==> config.mk <==
export PLATFORM = sky130hd
export DESIGN_NAME = ipml_prefetch_ctrl_v2_0
export DESIGN_NICKNAME = d
export VERILOG_FILES = /design/src/rtl/ipml_prefetch_ctrl_v2_0.sv
export SDC_FILE = /design/constraint.sdc
export NUM_CORES = 1
export LEC_CHECK = 0
export ABC_AREA = 1
export BUFFER_PORTS_ARGS = -buffer_cell sky130_fd_sc_hd__buf_4
export CORE_UTILIZATION = 40
export CTS_CLUSTER_DIAMETER = 200
export DETAILED_ROUTE_END_ITERATION = 16
export GPL_ROUTABILITY_DRIVEN = 1
export HOLD_SLACK_MARGIN = 0.05
export PLACE_DENSITY_LB_ADDON = 0.08
export SLEW_MARGIN = 20
export SYNTH_ARGS = -nofsm -noshare
export SYNTH_HDL_FRONTEND = slang
export SYNTH_SLANG_ARGS = --single-unit
==> constraint.sdc <==
create_clock -name rd_clk -period 2.2 [get_ports rd_clk]
set_clock_uncertainty 0.05 [all_clocks]
set_input_delay 0.22 -clock rd_clk [delete_from_list [all_inputs] [get_ports rd_clk]]
set_output_delay 0.22 -clock rd_clk [all_outputs]
set_load 0.01 [all_outputs]
==> src/rtl/ipml_prefetch_ctrl_v2_0.sv <==
// First-word-fall-through prefetch stage between a standard-read FIFO core with a
// configurable read latency and a valid/ready consumer, with skid buffer and flush.
module ipml_prefetch_ctrl_v2_0 #(
  parameter int unsigned DATA_W     = 32,
  parameter int unsigned RAM_LAT    = 1,
  parameter int unsigned SKID_DEPTH = 2,
  localparam int unsigned CNT_W     = $clog2(SKID_DEPTH + 1)
) (
  input  logic              rd_clk,
  input  logic              rd_rst,
  input  logic              flush_i,
  input  logic              fifo_empty_i,
  output logic              fifo_rd_en_o,
  input  logic [DATA_W-1:0] fifo_rd_data_i,
  output logic [DATA_W-1:0] m_data_o,
  output logic              m_valid_o,
  input  logic              m_ready_i,
  output logic [CNT_W-1:0]  skid_cnt_o,
  output logic [CNT_W-1:0]  total_cnt_o
);

  localparam int unsigned PtrW = (SKID_DEPTH > 1) ? $clog2(SKID_DEPTH) : 1;

  if (RAM_LAT < 1 || RAM_LAT > 3) begin : g_bad_lat
    $error("RAM_LAT must be in 1..3");
  end
  if (SKID_DEPTH < RAM_LAT + 1) begin : g_bad_depth
    $error("SKID_DEPTH must be at least RAM_LAT+1");
  end

  logic [RAM_LAT-1:0] lat_sr_q, lat_sr_d;
  logic [PtrW-1:0]    rptr_q, rptr_d;
  logic [PtrW-1:0]    wptr_q, wptr_d;
  logic [CNT_W-1:0]   skid_cnt_q, skid_cnt_d;
  logic [CNT_W-1:0]   total_q, total_d;
  logic [DATA_W-1:0]  mem_q [SKID_DEPTH];

  logic               pop;
  logic               wr_en;
  logic               rd_en;
  logic [CNT_W-1:0]   inflight;
  logic [CNT_W:0]     occ_after_pop;

  function automatic logic [CNT_W-1:0] popcnt(input logic [RAM_LAT-1:0] v);
    logic [CNT_W-1:0] n;
    n = '0;
    for (int i = 0; i < int'(RAM_LAT); i++) begin
      n = n + CNT_W'(v[i]);
    end
    return n;
  endfunction

  function automatic logic [PtrW-1:0] ptr_inc(input logic [PtrW-1:0] p);
    return (p == PtrW'(SKID_DEPTH - 1)) ? '0 : p + PtrW'(1);
  endfunction

  assign pop      = m_valid_o & m_ready_i;
  assign wr_en    = lat_sr_q[RAM_LAT-1];
  assign inflight = popcnt(lat_sr_q);

  // Stored + in-flight never exceeds SKID_DEPTH, so this cannot underflow or wrap.
  assign occ_after_pop = {1'b0, skid_cnt_q} + {1'b0, inflight} - (CNT_W + 1)'(pop);

  assign rd_en = ~fifo_empty_i & ~flush_i & ~rd_rst &
                 (occ_after_pop < (CNT_W + 1)'(SKID_DEPTH));

  always_comb begin
    lat_sr_d   = (lat_sr_q << 1) | RAM_LAT'(rd_en);
    rptr_d     = rptr_q;
    wptr_d     = wptr_q;
    skid_cnt_d = skid_cnt_q;

    if (pop) begin
      rptr_d = ptr_inc(rptr_q);
    end
    if (wr_en) begin
      wptr_d = ptr_inc(wptr_q);
    end
    case ({wr_en, pop})
      2'b10:   skid_cnt_d = skid_cnt_q + CNT_W'(1);
      2'b01:   skid_cnt_d = skid_cnt_q - CNT_W'(1);
      default: skid_cnt_d = skid_cnt_q;
    endcase

    // Flush drops stored words and every read still travelling through the core.
    if (flush_i) begin
      lat_sr_d   = '0;
      rptr_d     = '0;
      wptr_d     = '0;
      skid_cnt_d = '0;
    end

    total_d = skid_cnt_d + popcnt(lat_sr_d);
  end

  always_ff @(posedge rd_clk or posedge rd_rst) begin
    if (rd_rst) begin
      lat_sr_q   <= '0;
      rptr_q     <= '0;
      wptr_q     <= '0;
      skid_cnt_q <= '0;
      total_q    <= '0;
    end else begin
      lat_sr_q   <= lat_sr_d;
      rptr_q     <= rptr_d;
      wptr_q     <= wptr_d;
      skid_cnt_q <= skid_cnt_d;
      total_q    <= total_d;
    end
  end

  always_ff @(posedge rd_clk or posedge rd_rst) begin
    if (rd_rst) begin
      for (int i = 0; i < int'(SKID_DEPTH); i++) begin
        mem_q[i] <= '0;
      end
    end else if (wr_en && !flush_i) begin
      mem_q[wptr_q] <= fifo_rd_data_i;
    end
  end

  assign fifo_rd_en_o = rd_en;
  assign m_data_o     = mem_q[rptr_q];
  assign m_valid_o    = (skid_cnt_q != '0);
  assign skid_cnt_o   = skid_cnt_q;
  assign total_cnt_o  = total_q;

endmodule

==> run_results.csv <==
group,metric,value,unit
critical_path,arrival,2160,ps
cells_and_area,fillers,756,
clock_network,clk-insertion-delay-late,330,ps
drt,drt_iter0_drc,137,
grt,grt_pass1_vias,2500,
clock_network,clock_sinks,71,
logic_synthesis,ys_seq_elements,71,
power_and_ir_drop,peakVddDrop,0.646,mV
clock_network,cts_buffers,9,
sta,period_share,111,%
placed_design,place_congestion,0.727,
power_and_ir_drop,power,5.60,mW
floorplanning,pin_count,75,
placed_design,io_buffers,74,
drt,detail_route.first_pass.iterations,5,
clock_network,root_buffer,"clkbuf_8",
sta,hold_violations,0,
floorplanning,row_count,32,
placed_design,place_hpwl,4.45,mm
floorplanning,die_w,93.3,um
clock_network,cts.clk_slew.worst_paths,80,ps
drt,ant_nets,0,
clock_network,cts_tree,"done",
logic_synthesis,yosys.area.top_type,"dfrtp_1",
worst_hold_path,hp-class,"primary input to register",
logic_synthesis,yosys-top-cells-area,"dfrtp_1 53%, nand2_1 19%, o21ai_2 6.0%",
grt,grt_max_degree,65,
logic_synthesis,synth.distinct_cells,25,
floorplanning,die_h,93.3,um
clock_network,htreeDepth,3,
drt,vias_per_cell,4.64,
logic_synthesis,yosysTopAreaCellShare,53.3,%
run,drv_cap,0,
sta,worst_pin_slew,704,ps
critical_path,cp-end-kind,"primary output",
logic_synthesis,synth.avg_cell_area,8.61,um^2
sta,drv_slew,0,
sta,setup_ws,-232,ps
floorplanning,core,7890,um^2
critical_path,crit_required,1930,ps
worst_hold_path,whs_path_depth,3,
grt,antenna_found_initial,0,
drt,drc_errors,0,
critical_path,reg2regPathDepth,13,
critical_path,cp-start-kind,"register",
sta,period_minus_slack,2430,ps
run_status,status,"complete, but fails checks",
logic_synthesis,syn-num-nets,428,
cells_and_area,fin_util,55.2,%
grt,gr-total-overflow,0,
drt,detail_route.wl_per_cell,12.1,um
run_status,violations,"setup timing",
critical_path,critPathMaxFanout,3,
logic_synthesis,syn-cell-area,3330,um^2
sta,max_freq,0.411,GHz
logic_synthesis,yosysWarnings,0,
clock_network,clockBufferDepth,2,
logic_synthesis,synth_cells,387,
power_and_ir_drop,p_per_area,1290,nW/um^2
sta,setup_viol,3,
cells_and_area,area.growth.synth_to_final,30.6,%
critical_path,critical_path_class,"register to primary output",
grt,grt_pass1_wl,11.9,mm
cells_and_area,final_layout_size_suffix_gt1_share,30.3,%
sta,grt_setup_unrepaired,"yes",
drt,routed_wirelength,7.05,mm
cells_and_area,nNetsFinal,515,
power_and_ir_drop,leakagePower,2.39,nW
floorplanning,dieArea,8700,um^2
cells_and_area,antennaDiodeCount,0,
grt,track_usage,17.6,%
logic_synthesis,ys_seq_area_share,53.3,%
sta,slew_headroom,53.1,%
floorplanning,start_util,42.2,%
drt,dr_total_vias,2695,
repair_timing:
| item | in CTS | in global routing |
|---|---|---|
| setup endpoints to repair | 2 | 3 |
| cloned | 0 | 0 |
| setup buffers | 2 | 1 |
| pin swaps | 2 | 2 |
| hold endpoints to repair | 26 | 0 |
| hold buffers | 3 | 0 |
| gates resized for setup | 4 | 0 |
logic make-up after synthesis:
logic type               count (synthesis)  share of synthesized area (%)
buffers and inverters                   63                           9.99
flip-flops                              71                           53.3
AO/OA/AOI/OAI                           67                           12.7
adder cells (fa/ha/maj)                  4                           1.73
XOR/XNOR                                 2                          0.526
AND/OR/NAND/NOR                        180                           21.8
final timing paths:
| path | start | endpoint | slack, ps |
|---|---|---|---|
| hold / removal | fifo_rd_data_i[3] | mem_q[35] | 100 |
| setup reg to reg | skid_cnt_o[1] | total_cnt_o[1] | -180 |
| hold reg to reg | mem_q[48] | mem_q[48] | 430 |
| min in group asynchronous | rd_rst | mem_q[4] | 480 |
| max in group asynchronous | rd_rst | mem_q[21] | 890 |
| setup / recovery | skid_cnt_o[1] | fifo_rd_en_o | -230 |
where the power goes:
group | internal (mW) | total [mW] | switching, mW
clock network | 0.780 | 1.27 | 0.486
registers | 1.81 | 2.06 | 0.258
logic | 1.09 | 2.27 | 1.18
total | 3.68 | 5.60 | 1.92
final cells by class:
class                   count  area [um^2]  area share [%]
multi-input cells         253         1260            29.0
repair buffers             96          778            17.9
flip-flops and latches     71         1780            40.9
clock inverters             6          108            2.47
clock buffers              10          138            3.16
inverters                  43          161            3.71
well taps                 102          128            2.93
metal layers:
layer  share of wire [%]  GRT usage [%]  vias to the layer above
met5                   0              0                        -
li1                    -              -                     1377
met1                  49           24.5                     1239
met4                 1.0           6.28                        0
met2                  45           27.8                       73
met3                 4.8           2.93                        6
sequential cells by signal (all words and copies together), names as in the netlist:
signal       flops
lat_sr_q         1
mem_q           64
wptr_q           1
skid_cnt_o       2
total_cnt_o      2
rptr_q           1
Yosys cell counts:
master    count
nand3_4       1
nor2_1        1
ha_1          3
buf_2         4
nand2_2       1
o21ai_0       8
fa_1          1
dfrtp_1      71
clkbuf_1      3
xor2_1        1
a21oi_1       1
inv_1        41
clkbuf_2      1
nand4_1       1
nand2_1     167
o21ai_2      23
nand3_2       2
nor4_1        2
inv_2         1
nand3_1       4
o21ai_1      35
nand3b_2      1
buf_6        12
clkinv_1      1
xnor2_1       1
per-stage QoR:
stage	std cells	setup TNS [ps]	hold WS (ps)	setup slack (ps)	area, um^2
floorplan	387	-107	244	-75.4	3340
finish	581	-513	97.5	-232	4350
global placement	559	-33.7	289	-33.7	4030
CTS	580	-602	82.4	-253	4340
detailed placement	559	-43.8	297	-43.8	4030
global route	581	-988	100	-377	4350
layout by cell type (no fill, tap or decap), drive strengths merged, types with 2 or more instances in the layout:
master / n
bufinv: 3
inv: 42
nand3: 7
nand2: 168
dlygate4sd3: 3
clkbuf: 10
dfrtp: 71
o21ai: 66
ha: 3
clkinv: 3
buf: 93
nor4: 2
worst max-delay path, stage by stage (launching register included):
cell	delay (ps)
dfrtp_2	430
o21ai_2	150
nand2_1	80
nand2_1	70
ha_1	140
inv_1	50
fa_1	490
nand2_2	60
nor4_2	220
buf_4	160
Note: power is estimated with default switching activity, not from simulation.
